`src/rtl/adder_pkg.sv`:
```
// Shared types and sizing helpers for the digit-serial adder/subtractor.
package adder_pkg;

    typedef enum logic [1:0] {
        IDLE = 2'd0,
        RUN  = 2'd1,
        DONE = 2'd2
    } state_t;

    // Width of a counter that must hold 0..n-1; never narrower than one bit.
    function automatic int unsigned cnt_width(input int unsigned n);
        return (n > 1) ? $clog2(n) : 1;
    endfunction

endpackage

```
`src/rtl/digit_adder.sv`:
```
// DIGIT-bit ripple-carry adder slice; also exposes the carry into its MSB for overflow detection.
module digit_adder #(
    parameter int unsigned DIGIT = 4
) (
    input  logic [DIGIT-1:0] a_i,
    input  logic [DIGIT-1:0] b_i,
    input  logic             cin_i,
    output logic [DIGIT-1:0] sum_o,
    output logic             cout_o,
    output logic             cmsb_o
);

    logic [DIGIT:0] carry;

    assign carry[0] = cin_i;

    for (genvar i = 0; i < DIGIT; i++) begin : g_fa
        assign sum_o[i]     = a_i[i] ^ b_i[i] ^ carry[i];
        assign carry[i+1]   = (a_i[i] & b_i[i]) | (carry[i] & (a_i[i] ^ b_i[i]));
    end

    assign cout_o = carry[DIGIT];
    assign cmsb_o = carry[DIGIT-1];

endmodule

```
`src/rtl/digit_serial_adder.sv`:
```
// Multi-cycle adder/subtractor: WIDTH-bit operands processed DIGIT bits per clock, LSB digit first.
module digit_serial_adder
    import adder_pkg::*;
#(
    parameter int unsigned WIDTH = 16,
    parameter int unsigned DIGIT = 4
) (
    input  logic             clk,
    input  logic             rst,
    input  logic             start,
    input  logic             sub,
    input  logic [WIDTH-1:0] A,
    input  logic [WIDTH-1:0] B,
    input  logic             Cin,
    output logic             busy,
    output logic             done,
    output logic [WIDTH-1:0] S,
    output logic             Cout,
    output logic             OV
);

    localparam int unsigned N  = WIDTH / DIGIT;
    localparam int unsigned CW = cnt_width(N);

    if ((DIGIT == 0) || ((WIDTH % DIGIT) != 0)) begin : g_bad_param
        $error("digit_serial_adder: WIDTH must be a non-zero multiple of DIGIT");
    end

    state_t           state_q, state_d;
    logic [CW-1:0]    cnt_q, cnt_d;
    logic [WIDTH-1:0] a_q, a_d;
    logic [WIDTH-1:0] b_q, b_d;
    logic [WIDTH-1:0] res_q, res_d;
    logic             carry_q, carry_d;
    logic             busy_q, busy_d;
    logic             done_q, done_d;
    logic [WIDTH-1:0] s_q, s_d;
    logic             cout_q, cout_d;
    logic             ov_q, ov_d;

    logic             accept_c;
    logic             last_c;
    logic [DIGIT-1:0] dsum;
    logic             dcout;
    logic             dcmsb;

    digit_adder #(
        .DIGIT (DIGIT)
    ) u_digit_adder (
        .a_i    (a_q[DIGIT-1:0]),
        .b_i    (b_q[DIGIT-1:0]),
        .cin_i  (carry_q),
        .sum_o  (dsum),
        .cout_o (dcout),
        .cmsb_o (dcmsb)
    );

    assign accept_c = (state_q != RUN) && start;
    assign last_c   = (state_q == RUN) && (cnt_q == CW'(N - 1));

    // State register.
    always_ff @(posedge clk or posedge rst) begin
        if (rst) begin
            state_q <= IDLE;
        end else begin
            state_q <= state_d;
        end
    end

    // Next-state logic; start during RUN is deliberately ignored.
    always_comb begin
        state_d = state_q;
        unique case (state_q)
            IDLE, DONE: state_d = start ? RUN : IDLE;
            RUN:        state_d = last_c ? DONE : RUN;
            default:    state_d = IDLE;
        endcase
    end

    // Datapath and registered-output next values.
    always_comb begin
        cnt_d   = cnt_q;
        a_d     = a_q;
        b_d     = b_q;
        res_d   = res_q;
        carry_d = carry_q;
        s_d     = s_q;
        cout_d  = cout_q;
        ov_d    = ov_q;
        busy_d  = (state_d == RUN);
        done_d  = (state_d == DONE);

        if (accept_c) begin
            a_d     = A;
            b_d     = sub ? ~B : B;
            carry_d = sub ? 1'b1 : Cin;
            cnt_d   = '0;
            res_d   = '0;
        end else if (state_q == RUN) begin
            a_d     = a_q >> DIGIT;
            b_d     = b_q >> DIGIT;
            res_d   = (res_q >> DIGIT) | (WIDTH'(dsum) << (WIDTH - DIGIT));
            carry_d = dcout;
            cnt_d   = CW'(cnt_q + CW'(1));
            if (last_c) begin
                s_d    = res_d;
                cout_d = dcout;
                ov_d   = dcmsb ^ dcout;
            end
        end
    end

    always_ff @(posedge clk or posedge rst) begin
        if (rst) begin
            cnt_q   <= '0;
            a_q     <= '0;
            b_q     <= '0;
            res_q   <= '0;
            carry_q <= 1'b0;
            busy_q  <= 1'b0;
            done_q  <= 1'b0;
            s_q     <= '0;
            cout_q  <= 1'b0;
            ov_q    <= 1'b0;
        end else begin
            cnt_q   <= cnt_d;
            a_q     <= a_d;
            b_q     <= b_d;
            res_q   <= res_d;
            carry_q <= carry_d;
            busy_q  <= busy_d;
            done_q  <= done_d;
            s_q     <= s_d;
            cout_q  <= cout_d;
            ov_q    <= ov_d;
        end
    end

    assign busy = busy_q;
    assign done = done_q;
    assign S    = s_q;
    assign Cout = cout_q;
    assign OV   = ov_q;

endmodule

```
`config.mk`:
```
export PLATFORM = sky130hd
export DESIGN_NAME = digit_serial_adder
export DESIGN_NICKNAME = d
export VERILOG_FILES = /design/src/rtl/adder_pkg.sv /design/src/rtl/digit_adder.sv /design/src/rtl/digit_serial_adder.sv
export SDC_FILE = /design/constraint.sdc
export NUM_CORES = 1
export LEC_CHECK = 0
export BUFFER_PORTS_ARGS = -buffer_cell sky130_fd_sc_hd__clkbuf_2
export CAP_MARGIN = 10
export CORE_UTILIZATION = 31
export DETAILED_ROUTE_END_ITERATION = 10
export PLACE_DENSITY = 0.48
export REMOVE_ABC_BUFFERS = 1
export SLEW_MARGIN = 20
export SYNTH_ARGS = -nofsm -noshare
export SYNTH_HDL_FRONTEND = slang
export SYNTH_SLANG_ARGS = --single-unit
```
`constraint.sdc`:
```
create_clock -name clk -period 4.16 [get_ports clk]
set_clock_uncertainty 0.05 [all_clocks]
set_input_delay 0.208 -clock clk [delete_from_list [all_inputs] [get_ports clk]]
set_output_delay 0.208 -clock clk [all_outputs]
set_load 0.03 [all_outputs]
```
==> impl_metrics.env <==
export IMPL_clk_latency_ns=0.34
export IMPL_drc=0
export IMPL_cp_arrival_ns=2.62
export IMPL_finalSetupViolations=0
export IMPL_hold_depth=3
export IMPL_final_period_utilization_pct=58.7
export IMPL_antennaDiodeCount=0
export IMPL_syn_to_final_growth_pct=18.6
export IMPL_hp_class="in -> reg"
export IMPL_fin_nets=373
export IMPL_grt_max_degree=49
export IMPL_dpl_cell_area_mm2=0.00350
export IMPL_die_area_mm2=0.0106
export IMPL_rsz0062_at_grt="no"
export IMPL_p_total_uw=2730
export IMPL_viasPerCell=4.30
export IMPL_layout_drive_gt1_share_pct=27.7
export IMPL_io_pins=57
export IMPL_wl_per_cell_um=12.6
export IMPL_design_area_mm2=0.00373
export IMPL_synth_yosys_seq_area_share_pct=54.9
export IMPL_finalWirelength_mm=5.91
export IMPL_h_tree_depth=3
export IMPL_core_area_mm2=0.00982
export IMPL_mostFrequentLayoutCells="69 x dfrtp_1, 56 x clkbuf_2, 51 x nand2_1, 35 x o21ai_1, 29 x mux2i_1"
export IMPL_reg2reg_depth=9
export IMPL_die_x_um=103
export IMPL_crit_path_end_kind="register"
export IMPL_num_fill_cells=1026
export IMPL_root_buffer="clkbuf_8"
export IMPL_ff2ff_setup_slack_ns=1.72
export IMPL_ys_types=26
export IMPL_cp_start_kind="register"
export IMPL_postRouteAntennaNets=0
export IMPL_reg2reg_from="a_q[0]"
export IMPL_final_common_cell="dfrtp_1"
export IMPL_placed_cells=452
export IMPL_min_to="a_q[14]"
export IMPL_initial_utilization_pct=32.0
export IMPL_fmax_ghz=0.409
export IMPL_vias=2018
export IMPL_syn_area_mm2=0.00315
export IMPL_first_global_vias=1984
export IMPL_hold_viol=0
export IMPL_ys_warn_count=0
export IMPL_cts_resized=0
export IMPL_tritoncts="yes"
export IMPL_slew_headroom_pct=46.1
export IMPL_power_density_mw_per_mm2=731
export IMPL_clock_path_buffers=2
export IMPL_setup_tns_ns=0
export IMPL_die_height_um=103
export IMPL_overflow=0
export IMPL_p_leak_uw=0.00187
export IMPL_synth_seq_cells=69
export IMPL_run_status="complete, no violations"
export IMPL_worstPathRequired_ns=4.33
export IMPL_instances_no_fill=469
export IMPL_async_flop_share_pct=100
export IMPL_grt_pass1_wl_mm=9.96
export IMPL_synth_ff_type="dfrtp_1"
export IMPL_synth_cells=278
export IMPL_min_period_ns=2.44
export IMPL_io_buffers=56
export IMPL_rows=36
export IMPL_antenna_found_initial=0
export IMPL_clock_sinks=69
export IMPL_cts_buffers=9
export IMPL_r2r_end="S[15]"
export IMPL_drt_iter0_drc=29
export IMPL_path_class="reg -> reg"
export IMPL_gp_congestion=0.698
export IMPL_hold_start="A[14]"
export IMPL_vdd_ir_drop_worst_v=0.000213
export IMPL_synth_edf_count=0
export IMPL_avgSynthCellArea_um2=11.3
export IMPL_dp_hpwl_mm=3.87
export IMPL_timing_final_max_slew_violations=0
export IMPL_path_max_fanout=2
export IMPL_maxCapViolations=0
export IMPL_clk_pin_slew_ns=0.07
export IMPL_worst_slew_pin_slew_ns=0.809
export IMPL_drt_pass1_iter_count=4
export IMPL_grt_usage_pct=12.6
-- state kept, by name, summed over array words and instances, names as in the netlist --
signal / cells
OV: 1
state_q: 2
S: 16
b_q: 16
cnt_q: 2
a_q: 16
done: 1
busy: 1
Cout: 1
carry_q: 1
res_q: 12
-- cells in the mapped netlist, drive strengths merged, types with 2 or more instances --
library cell  instances  area [µm²]
a21oi                 4        20.0
buf                  13        97.6
clkbuf                5        22.5
dfrtp                69        1730
fa                    4        80.1
inv                  11        41.3
mux2                 15         214
mux2i                29         290
nand2                51         191
nand3                 2        10.0
nor2                  4        15.0
o21ai                46         230
o22ai                 2        12.5
xnor2                 4        35.0
xor2                 13         114
-- worst max path at each step --
stage / start / end / slack [ns] / cells after the start
after detailed placement: a_q[0] / S[15] / 1.73 / 9
after global placement: a_q[0] / S[15] / 1.75 / 9
final: a_q[0] / S[15] / 1.72 / 9
after CTS: a_q[0] / S[15] / 1.71 / 9
after global routing: a_q[0] / S[15] / 1.58 / 9
after floorplan: a_q[0] / S[15] / 1.82 / 9
-- power by group --
group          internal [µW]  switching (µW)
logic                    396             613
clock network            353             255
registers                953             160
-- stage by stage --
step	utilization, %	setup WS [ns]	hold slack [ns]
final	38.0	1.72	0.0625
after global routing	38.0	1.58	0.0668
after CTS	37.9	1.71	0.0472
after detailed placement	35.6	1.73	0.411
after global placement	35.6	1.75	0.404
after floorplan	-	1.82	0.244
-- critical path, stage by stage (launching register included) --
cell and delay, ns:
dfrtp_1 0.35, inv_1 0.06, fa_1 0.43, inv_1 0.08
fa_1 0.15, inv_1 0.05, fa_1 0.39, inv_1 0.08
fa_1 0.42, mux2_4 0.28
-- per-layer routing --
layer	vias up	wire, µm	GRT usage, %
met3	8	304	3.59
met5	-	0	0
met4	0	95	5.53
met1	935	2880	16.5
met2	46	2630	19.4
li1	1029	-	-
-- layout make-up --
cell class	instances	area, µm²	area share [%]
clock buffer	10	138	3.69
clock inverter	6	86.3	2.31
multi-input combinational	179	1260	33.7
inverter	12	46.3	1.24
timing repair buffer	60	313	8.38
sequential	69	1730	46.3
tap	133	166	4.46
-- logic make-up (layout without fill, tap and decap cells) --
logic type      count (synthesis)  count (layout)  share of synthesized area [%]
compound gates                 52              52                           8.35
xor+xnor                       17              17                           4.73
fa+ha+maj                       5               5                           2.94
buf+inv                        30              88                           5.25
flops                          69              69                           54.9
mux                            44              44                           16.0
simple gates                   61              61                           7.83
-- timing repair --
action                                  4_1_cts  5_1_grt
hold buffers                                  0        1
endpoints found under the hold margin         0       39
setup buffers                                 0        0
endpoints found under the setup margin        0        0
Power figures use the tool's default switching activity.
